## config.mk

```make
export PLATFORM = sky130hd
export DESIGN_NAME = seven_seg_scanner
export DESIGN_NICKNAME = d
export VERILOG_FILES = /design/src/rtl/seven_seg_scanner.sv
export SDC_FILE = /design/constraint.sdc
export NUM_CORES = 1
export LEC_CHECK = 0
export CAP_MARGIN = 20
export CORE_UTILIZATION = 29
export CTS_CLUSTER_SIZE = 28
export DETAILED_ROUTE_END_ITERATION = 16
export HOLD_SLACK_MARGIN = 0.06
export SLEW_MARGIN = 20
export SYNTH_ARGS = -nofsm -noshare
export SYNTH_HDL_FRONTEND = slang
export SYNTH_SLANG_ARGS = --single-unit
```

## constraint.sdc

```tcl
create_clock -name clk -period 5.8 [get_ports clk]
set_input_delay 1.16 -clock clk [delete_from_list [all_inputs] [get_ports clk]]
set_output_delay 1.16 -clock clk [all_outputs]
set_load 0.01 [all_outputs]
```

## src/rtl/seven_seg_scanner.sv

```systemverilog
// seven_seg_scanner
//   Time-multiplexed hex display driver for a common-anode 7-segment bank.
//   Scans DIGITS hex nibbles of a 32-bit word, one digit lit per slot.
//   Each slot begins with a short all-anodes-off gap to suppress ghosting.
//   Leading-zero suppression is optional.
//   The displayed word comes from a shadow register. The shadow loads only
//   at the frame wrap, so a frame never mixes two values.
// Ports
//   clk       in   system clock
//   reset     in   asynchronous, active-high reset
//   value     in   32-bit word to display (sampled only at frame wrap)
//   blank_lz  in   1 = suppress leading zero digits (live)
//   dp_mask   in   per-digit decimal point enable (live)
//   an        out  anode enables, active-low (one-hot-low or all ones)
//   seg       out  cathodes {g,f,e,d,c,b,a}, active-low
//   dp        out  decimal-point cathode, active-low
module seven_seg_scanner #(
  parameter int DIGITS      = 8,
  parameter int REFRESH_DIV = 100000,
  parameter int BLANK_CYC   = 2
) (
  input  logic              clk,
  input  logic              reset,
  input  logic [31:0]       value,
  input  logic              blank_lz,
  input  logic [DIGITS-1:0] dp_mask,
  output logic [DIGITS-1:0] an,
  output logic [6:0]        seg,
  output logic              dp
);

  localparam int CW = (REFRESH_DIV > 1) ? $clog2(REFRESH_DIV) : 1;
  localparam int IW = (DIGITS > 1) ? $clog2(DIGITS) : 1;

  logic [CW-1:0]     cnt_q, cnt_d;
  logic [IW-1:0]     idx_q, idx_d;
  logic [31:0]       shadow_q, shadow_d;
  logic [DIGITS-1:0] an_q, an_d;
  logic [6:0]        seg_q, seg_d;
  logic              dp_q, dp_d;

  logic              tick;
  logic [3:0]        nib;
  logic              lz_zero;   // current digit and all digits above it are zero
  logic              run_zero;
  logic              dp_sel;

  function automatic logic [6:0] hex_decode(input logic [3:0] n);
    case (n)
      4'h0: hex_decode = 7'h40;
      4'h1: hex_decode = 7'h79;
      4'h2: hex_decode = 7'h24;
      4'h3: hex_decode = 7'h30;
      4'h4: hex_decode = 7'h19;
      4'h5: hex_decode = 7'h12;
      4'h6: hex_decode = 7'h02;
      4'h7: hex_decode = 7'h78;
      4'h8: hex_decode = 7'h00;
      4'h9: hex_decode = 7'h10;
      4'hA: hex_decode = 7'h08;
      4'hB: hex_decode = 7'h03;
      4'hC: hex_decode = 7'h46;
      4'hD: hex_decode = 7'h21;
      4'hE: hex_decode = 7'h06;
      default: hex_decode = 7'h0E;
    endcase
  endfunction

  assign tick = (cnt_q == CW'(REFRESH_DIV - 1));

  // Scan counters and frame-wrap shadow load.
  always_comb begin
    cnt_d    = cnt_q + CW'(1);
    idx_d    = idx_q;
    shadow_d = shadow_q;
    if (tick) begin
      cnt_d = '0;
      if (idx_q == IW'(DIGITS - 1)) begin
        idx_d    = '0;
        shadow_d = value;
      end else begin
        idx_d = idx_q + IW'(1);
      end
    end
  end

  // Select the current nibble and its decimal point in one pass. The pass
  // walks from the top digit down, so run_zero tracks whether this digit and
  // every digit above it are zero.
  always_comb begin
    nib      = 4'h0;
    lz_zero  = 1'b0;
    run_zero = 1'b1;
    dp_sel   = 1'b0;
    for (int i = DIGITS - 1; i >= 0; i--) begin
      run_zero = run_zero & (shadow_q[4*i +: 4] == 4'h0);
      if (IW'(i) == idx_q) begin
        nib     = shadow_q[4*i +: 4];
        lz_zero = run_zero;
        dp_sel  = dp_mask[i];
      end
    end
  end

  // Output stage: registered, one cycle behind (index, count, shadow).
  always_comb begin
    an_d  = ~(DIGITS'(1) << idx_q);
    seg_d = hex_decode(nib);
    dp_d  = ~dp_sel;
    if (int'(cnt_q) < BLANK_CYC) begin
      an_d = '1;
    end
    if (blank_lz && (idx_q != '0) && lz_zero) begin
      seg_d = 7'h7F;
    end
  end

  always_ff @(posedge clk or posedge reset) begin
    if (reset) begin
      cnt_q    <= '0;
      idx_q    <= '0;
      shadow_q <= '0;
      an_q     <= '1;
      seg_q    <= 7'h7F;
      dp_q     <= 1'b1;
    end else begin
      cnt_q    <= cnt_d;
      idx_q    <= idx_d;
      shadow_q <= shadow_d;
      an_q     <= an_d;
      seg_q    <= seg_d;
      dp_q     <= dp_d;
    end
  end

  assign an  = an_q;
  assign seg = seg_q;
  assign dp  = dp_q;

endmodule

```

==> results of run 1 <==
==> per-layer routing <==
metal  routed length [µm]  global-route usage, %  vias to the layer above
met5                    0                      0                        -
met1                 3940                   17.7                     1257
met2                 3760                   20.6                       83
met3                  404                   2.86                       13
li1                     -                      -                     1290
met4                  160                   5.80                        0
==> worst register-to-register path: stages (launching register included) <==
cell	delay [ns]
dfrtp_1	0.84
inv_1	0.25
ha_1	0.40
nor2_1	0.31
a222oi_1	0.18
a221oi_2	0.83
o21ai_0	0.22
a221o_1	0.39
==> through the flow <==
step	cell area [µm²]	cells	hold slack [ns]	setup WS, ns	total power [mW]
after floorplan	3680	331	0.455	2.95	0.556
after global placement	4380	542	0.466	2.51	0.608
after detailed placement	4380	542	0.477	2.43	0.609
after CTS	4650	558	0.486	2.40	1.11
after global routing	4650	558	0.514	2.05	1.14
final	4650	558	0.489	2.31	1.09
==> power by group through the flow <==
stage	logic (mW)	clock network, mW	registers, mW
after floorplan	0.0432	0	0.512
after global placement	0.0937	0	0.514
after detailed placement	0.0943	0	0.514
after CTS	0.0950	0.504	0.506
after global routing	0.101	0.529	0.508
final	0.0930	0.493	0.506
==> sequential cells by signal, indices dropped and copies added (netlist names) <==
signal and flops:
dp 1, an 8, shadow_q 32, cnt_q 17, idx_q 3, seg 7
==> layout make-up <==
cell class / instances / area, µm² / share of cell area, %
sequential: 68 / 1720 / 37.0
clock inverter: 5 / 27.5 / 0.592
multi-input combinational: 231 / 1800 / 38.7
timing repair buffer: 59 / 588 / 12.7
inverter: 16 / 60.1 / 1.29
tap: 168 / 210 / 4.52
clock buffer: 11 / 243 / 5.22
==> worst max path at each step <==
stage                          from            endpoint  slack, ns
3_5_place_dp   idx_q[2]$_DFFE_PP0N_    seg[4]$_DFF_PP1_       2.43
4_1_cts        idx_q[2]$_DFFE_PP0N_    seg[4]$_DFF_PP1_       2.40
6_report       idx_q[2]$_DFFE_PP0N_    seg[4]$_DFF_PP1_       2.31
2_1_floorplan                 reset  cnt_q[0]$_DFF_PP0_       2.95
3_3_place_gp   idx_q[0]$_DFFE_PP0N_    seg[4]$_DFF_PP1_       2.51
5_1_grt        idx_q[2]$_DFFE_PP0N_    seg[4]$_DFF_PP1_       2.05
==> cell usage after synthesis, drive strengths merged, types with 4 or more instances <==
cell and number:
a211oi 4, a21oi 10, a31oi 5, and3 6
buf 8, clkbuf 8, dfrtp 52, dfstp 16
ha 13, inv 16, mux2 33, mux2i 7
nand2 25, nand2b 7, nand3 13, nor2 25
nor2b 7, nor3 5, nor4 8, o21ai 15
xnor2 7, xor2 5
==> kinds of logic (layout without fill, tap and decap cells) <==
kind of cell	Yosys count	in the layout	share of synthesized area, %
xor+xnor	12	12	2.86
flops	68	68	46.8
compound gates	57	57	11.1
simple gates	109	109	15.4
fa+ha+maj	13	13	4.42
mux	40	40	15.1
buf+inv	32	91	4.29
==> out/summary.md, run 1 <==
After synthesis the cells add up to 0.00368 mm². For the final setup violation count, the log shows 0. Of all flip-flops after synthesis, the portion carrying an async set or reset was 100%. Slowest cell on the critical path: dfrtp_1.

The tools report the capture endpoint of the worst hold path as cnt_q[0]$_DFF_PP0_. The run finished with clean final reports. Violation count after the first detailed-route iteration: 177. During I/O placement, the number of pins put on the boundary was 59.

Dividing the final minimum period by the clock period gives 60.2%. At the worst endpoint, the required time is 6.05 ns. Synthesis produced 331 cells. After synthesis the netlist holds a flip-flop and latch count of 68. After the last flow step, the layout net total stands at 441. The clock reaches the later pin of the worst-skew pair after 0.33 ns.

The logs give 0 for the number of max-cap violations and 4 for the iteration count of the initial detailed-routing pass. Post-route core utilization: 38.2%. The analysis attributes to cell leakage a power of 1.99 nW.

Number of instances on the worst hold path: 1. Mean instance size in the synthesized netlist: 11.1 µm². The switching power came out at 0.242 mW.

For the maximum clock insertion buffer count, the log shows 2. The average via count per standard cell was 4.74. The top cell types in the final layout, fill and taps aside, are clkdlybuf4s50_1 (58), dfrtp_1 (52), mux2_4 (30). Sorting the synthesized cells by area gives the leading types as dfrtp_1 (35%), mux2_4 (12%), dfstp_2 (11%). The number of buffers inserted by hold repair at cts was 0. The highest net fanout along the worst path came out at 28. The via count of the first global-routing pass was 2,592. The first global-routing pass estimated 13,300 µm of wire.

The total setup buffers inserted after CTS came out at 0. The total nets after synthesis is 387, and the clock edge transition at the registers on the reported setup and hold paths is 0.06 ns. The number of buffers and inverters on the critical path is 1, and the effective utilization at floorplan is 30.2%. The start point of the worst hold path is cnt_q[0]$_DFF_PP0_. The path class of the lowest-slack min-delay path is flip-flop to flip-flop.

STA classifies the critical path endpoint as a flip-flop. The biggest area consumer among synthesized cells is dfrtp_1. For the weighted congestion at the end of routability-driven global placement, the log shows 0.851. Walking the worst path, the cells encountered are inv_1 -> ha_1 -> nor2_1 -> a222oi_1 -> a221oi_2 -> o21ai_0 -> a221o_1. The total overflow left after global routing is 0. The floorplan has 40 rows. For the power share of the clock group, the log shows 45.1%.

Leaving out fill and tap cells, the most frequent cell in the layout is clkdlybuf4s50_1. The root buffer cell chosen for the clock tree is clkbuf_16. In this run the remaining antenna-violating nets after routing total 0. The height of the chip came out at 115 µm. The endpoint identified for the worst register-to-register timing path is seg[4]$_DFF_PP1_. The tools report the initial antenna violation count as 0.

Fraction of final layout cells with drive strength greater than 1: 18.5%. The post-synthesis to final-layout area growth was 26.4%; the total inserted antenna cells was 0. Broken down by cell family, the worst path's largest delay share belongs to compound AO/OA/AOI/OAI gates.

The final-layout setup total negative slack is 0 ns. The critical path in this run is classified as flip-flop to flip-flop. The logs give 8.5% for the portion of total power attributed to combinational logic and 3.74 ns for the endpoint arrival time on the critical path.

The worst-case reg-to-reg path depth came out at 7. The HPWL after detailed placement is 6040 µm. In this design, the stage delay of the slowest critical-path cell is 0.84 ns. The internal power component was 0.850 mW; the power density over the cells was 235 mW/mm². Across the VDD grid, the largest voltage drop is 0.119 mV. In this run switching power makes up 22.1% of total power. The total of cells resized after clock tree synthesis was 0. The worst pin sits at a relative slew slack of 30.6%.

The floorplan step defined a die boundary enclosing 0.0131 mm². Setup repair after global routing left no endpoint under its margin. The clock period could shrink to 3.49 ns. For this run, the leading register cell type out of synthesis is dfrtp_1.

TritonCTS built the clock tree. For the combined global-route utilization of all metal layers, the log shows 13.3%. The final layout contains routed wiring with a total length of 8260 µm. The setup slack of the worst register-to-register path was 2.31 ns; the total CTS buffers was 9. The Yosys step of the flow raised 0 warnings.

STA classifies the critical path startpoint as a flip-flop. The count of flip-flops with a built-in enable after synthesis was 0. The run gives 0.287 GHz as the highest achievable clock rate.

The worst register-to-register path begins at idx_q[2]$_DFFE_PP0N_. The critical path runs through a total of 7 cells. For this design, the sink count on the clock tree is 68. Entering global routing, the biggest net connects 69 pins. Counting the fill cells in the layout gives 1,187. The top-area cell type share of the netlist area was 35.4%; the H-tree depth was 3. The number of hold-slack violations in the final timing report came out at 0. In the final routed layout, each cell accounts on average for 14.8 µm. The run gives 54 as the unique cell type count in the Yosys netlist. From left edge to right edge, the die measures 115 µm. The count of buffers added on input and output ports is 58. The tools report the final number of max-transition violations as 0. For the share of power burned in registers, the log shows 46.4%. The final route contains 2,643 vias. The share of synthesized area occupied by flip-flops and latches is 46.8%.

The post-route DRC violation count was 0. The floorplan step defined a core boundary enclosing 0.0122 mm². Between clock sinks in the finished design, the worst skew comes to 0.00777 ns. For the pin with the worst max-slew slack, the measured transition is 1.04 ns.
No activity file was read; power rests on OpenSTA's default activity.
==> run 2, diff against run 1 <==
- clock period: 5.8 -> 3.5 ns (I/O delays scaled with it)
==> out/summary.md, run 2 (same netlist as run 1, synthesis figures left out) <==
The tightest min-delay check is of the flip-flop to flip-flop type. After floorplanning, the core was divided into 40 placement rows. The critical path contains buffers and inverters numbering 3 combined.

The tools report the met1 wire length as 4020 µm. STA classifies the critical path startpoint as a flip-flop. The run gives 1.97 mW as the post-layout total power.

For this run, the slowest stage of the critical path takes 0.49 ns. Post-route core utilization: 39.2%. In this run the top signal layer used is met4. Leading cell type in the layout, fill and taps excluded: clkdlybuf4s50_1. The clock passes through at most 2 buffers. The top cell types in the final layout, fill and taps aside, are clkdlybuf4s50_1 (58), dfrtp_1 (52), mux2_4 (30). Once detail routing completed, the nets flagged for antenna violations numbered 0. Worst slew margin relative to its limit: 54.6%. The start point of the worst hold path was cnt_q[0]$_DFF_PP0_. The final net count was 447; the power density over the cells was 413 mW/mm². The number of fill cells was 1,180. After detailed placement, the total cell area comes to 0.00444 mm².

The tools report the startpoint of the worst-slack reg-to-reg timing path as idx_q[1]$_DFFE_PP0N_. For this run the aggregate overflow at the end of global routing stands at 0. The number of buffers inserted by port buffering was 58; the initial antenna violation count was 0. The run finished with clean final reports. The height of the chip is 115 µm. For this run, the number of standard cells in the final layout without fillers is 564. Summing all multi-input logic gate instances after layout gives 0.00180 mm². The post-route DRC violation count was 0; the wire length on met3 was 377 µm. Adding up every negative setup slack in the final design gives 0 ns. The maximum resistive drop on vdd is 0.251 mV, and the number of flip-flops under the largest register name is 32.

Final setup violation count: 0. The cell type group with the largest total delay on the critical path is compound AO/OA/AOI/OAI gates. Cells with a size suffix above 1 make up 19.9% of the layout. For the total of cells resized after clock tree synthesis, the log shows 0. The run gives 2.06 nW as the reported leakage power. The violation count after the first detailed-route iteration is 200, and the clock latency reported for the late side of the worst-skew pair is 0.33 ns. The number of cells on the worst reg-to-reg path is 11. Summing all non-filler instances in the final layout gives an area of 0.00477 mm². The tools report the H-tree depth as 3. Buffers inserted during clock tree synthesis total 9. In this run, placement finished with an instance count of 548. In the final layout, flip-flops and latches occupy 0.00172 mm².

The logs give 0.00487 ns for the clock skew after layout and 14,300 µm for the global-route wire length before repair. 59 I/O pins were placed. For the iteration count of the initial detailed-routing pass, the log shows 6. The die footprint is 0.0131 mm². The capture endpoint of the worst hold path is cnt_q[0]$_DFF_PP0_. In this run the worst path has a maximum fanout of 14. Setup repair after global routing left no endpoint under its margin. The run gives 0.429 ns as the worst slack after detailed placement.

For the pin with the worst max-slew slack, the measured transition is 0.680 ns. The wire length reported by the detailed router is 8690 µm, and the estimated wirelength of the detail-placed design is 6470 µm. For the final number of max-transition violations, the log shows 0. The average via count per standard cell is 4.79. The tool flagged a number of max-cap violations equal to 0. The via count of the first global-routing pass was 2,708.

STA classifies the critical path endpoint as a flip-flop. After clock tree synthesis, the flow added hold-fix buffers numbering 0. For flop-to-flop paths, the worst setup slack is 0.38 ns. Hold is met by 0.485 ns. The total area inside the core boundary comes to 0.0122 mm². TritonCTS built the clock tree. The worst path needs 3.12 ns of the cycle, external delays included. Dividing the final minimum period by the clock period gives 89.1%. Walking the worst path, the cells encountered are inv_1 -> ha_1 -> or3b_2 -> a21oi_1 -> a211oi_1 -> o22ai_1 -> inv_1 -> ha_1 -> inv_1 -> mux2i_1 -> a221o_1. The via count came out at 2,700. At the worst endpoint, the required time is 3.76 ns. The clock edge transition at the registers on the reported setup and hold paths is 0.06 ns, and the combined global-route utilization of all metal layers is 14.6%.

Entering global routing, the biggest net connects 39 pins. The worst path meets setup with 0.381 ns of slack. Relative to the synthesized area, the layout overhead comes to 29.6%. The tree is rooted in a clkbuf_16.

The critical path in this run is classified as flip-flop to flip-flop. Routability-driven placement finished with a final weighted congestion of 0.832. The clock net in this run drives a total of 68 sinks.

The number of instances on the worst hold path works out to 1. The effective utilization at floorplan was 30.2%. The logs give 0 for the total inserted antenna cells and 3.38 ns for the endpoint arrival time on the critical path. Measured along the x axis, the die boundary spans 115 µm. Among all stages on the critical path, the largest delay is contributed by or3b_2.

The routed design uses 4090 µm of met2 wire. The cell that appears most often on the critical path is inv_1. The register with the most flip-flops was shadow_q. The number of hold-slack violations in the final timing report is 0. The worst register-to-register path ends at seg[5]$_DFF_PP1_.

In the final routed layout, each cell accounts on average for 15.4 µm. The total setup buffers inserted after CTS is 0, and the highest achievable clock rate is 0.321 GHz.
[run 2: changes by cell type in the layout (fill, tap and decap cells not counted)]
cell	previous run	this run
buf_4	1	6
clkbuf_8	1	3
clkinv_2	4	2
buf_12	0	1
bufinv_16	0	1
clkbuf_1	1	0
clkbuf_16	9	10
clkinvlp_4	1	0
[run 2: routing by layer]
metal / global-route usage [%] / up-vias
li1: - / 1294
met1: 19.2 / 1312
met2: 22.3 / 77
met3: 3.65 / 17
met4: 7.10 / 0
met5: 0 / -
[run 2: final cells by class]
type / instances / area share [%]
Clock buffer: 13 / 6.12
Sequential cell: 68 / 36.1
Multi-Input combinational cell: 231 / 37.7
Timing Repair Buffer: 65 / 13.5
Inverter: 16 / 1.26
Clock inverter: 3 / 0.840
Tap cell: 168 / 4.41
[run 2: report_power, final]
part           internal, mW  switching (mW)
Clock                 0.650           0.320
Sequential            0.820          0.0212
Combinational        0.0988          0.0590
[run 2: worst max-delay path by stage]
stage | startpoint | end | depth (start not counted)
2_1_floorplan | idx_q[1]$_DFFE_PP0N_ | seg[5]$_DFF_PP1_ | 12
3_3_place_gp | idx_q[0]$_DFFE_PP0N_ | seg[5]$_DFF_PP1_ | 11
3_5_place_dp | idx_q[0]$_DFFE_PP0N_ | seg[5]$_DFF_PP1_ | 11
4_1_cts | idx_q[1]$_DFFE_PP0N_ | seg[5]$_DFF_PP1_ | 11
5_1_grt | idx_q[0]$_DFFE_PP0N_ | seg[5]$_DFF_PP1_ | 11
6_report | idx_q[1]$_DFFE_PP0N_ | seg[5]$_DFF_PP1_ | 11
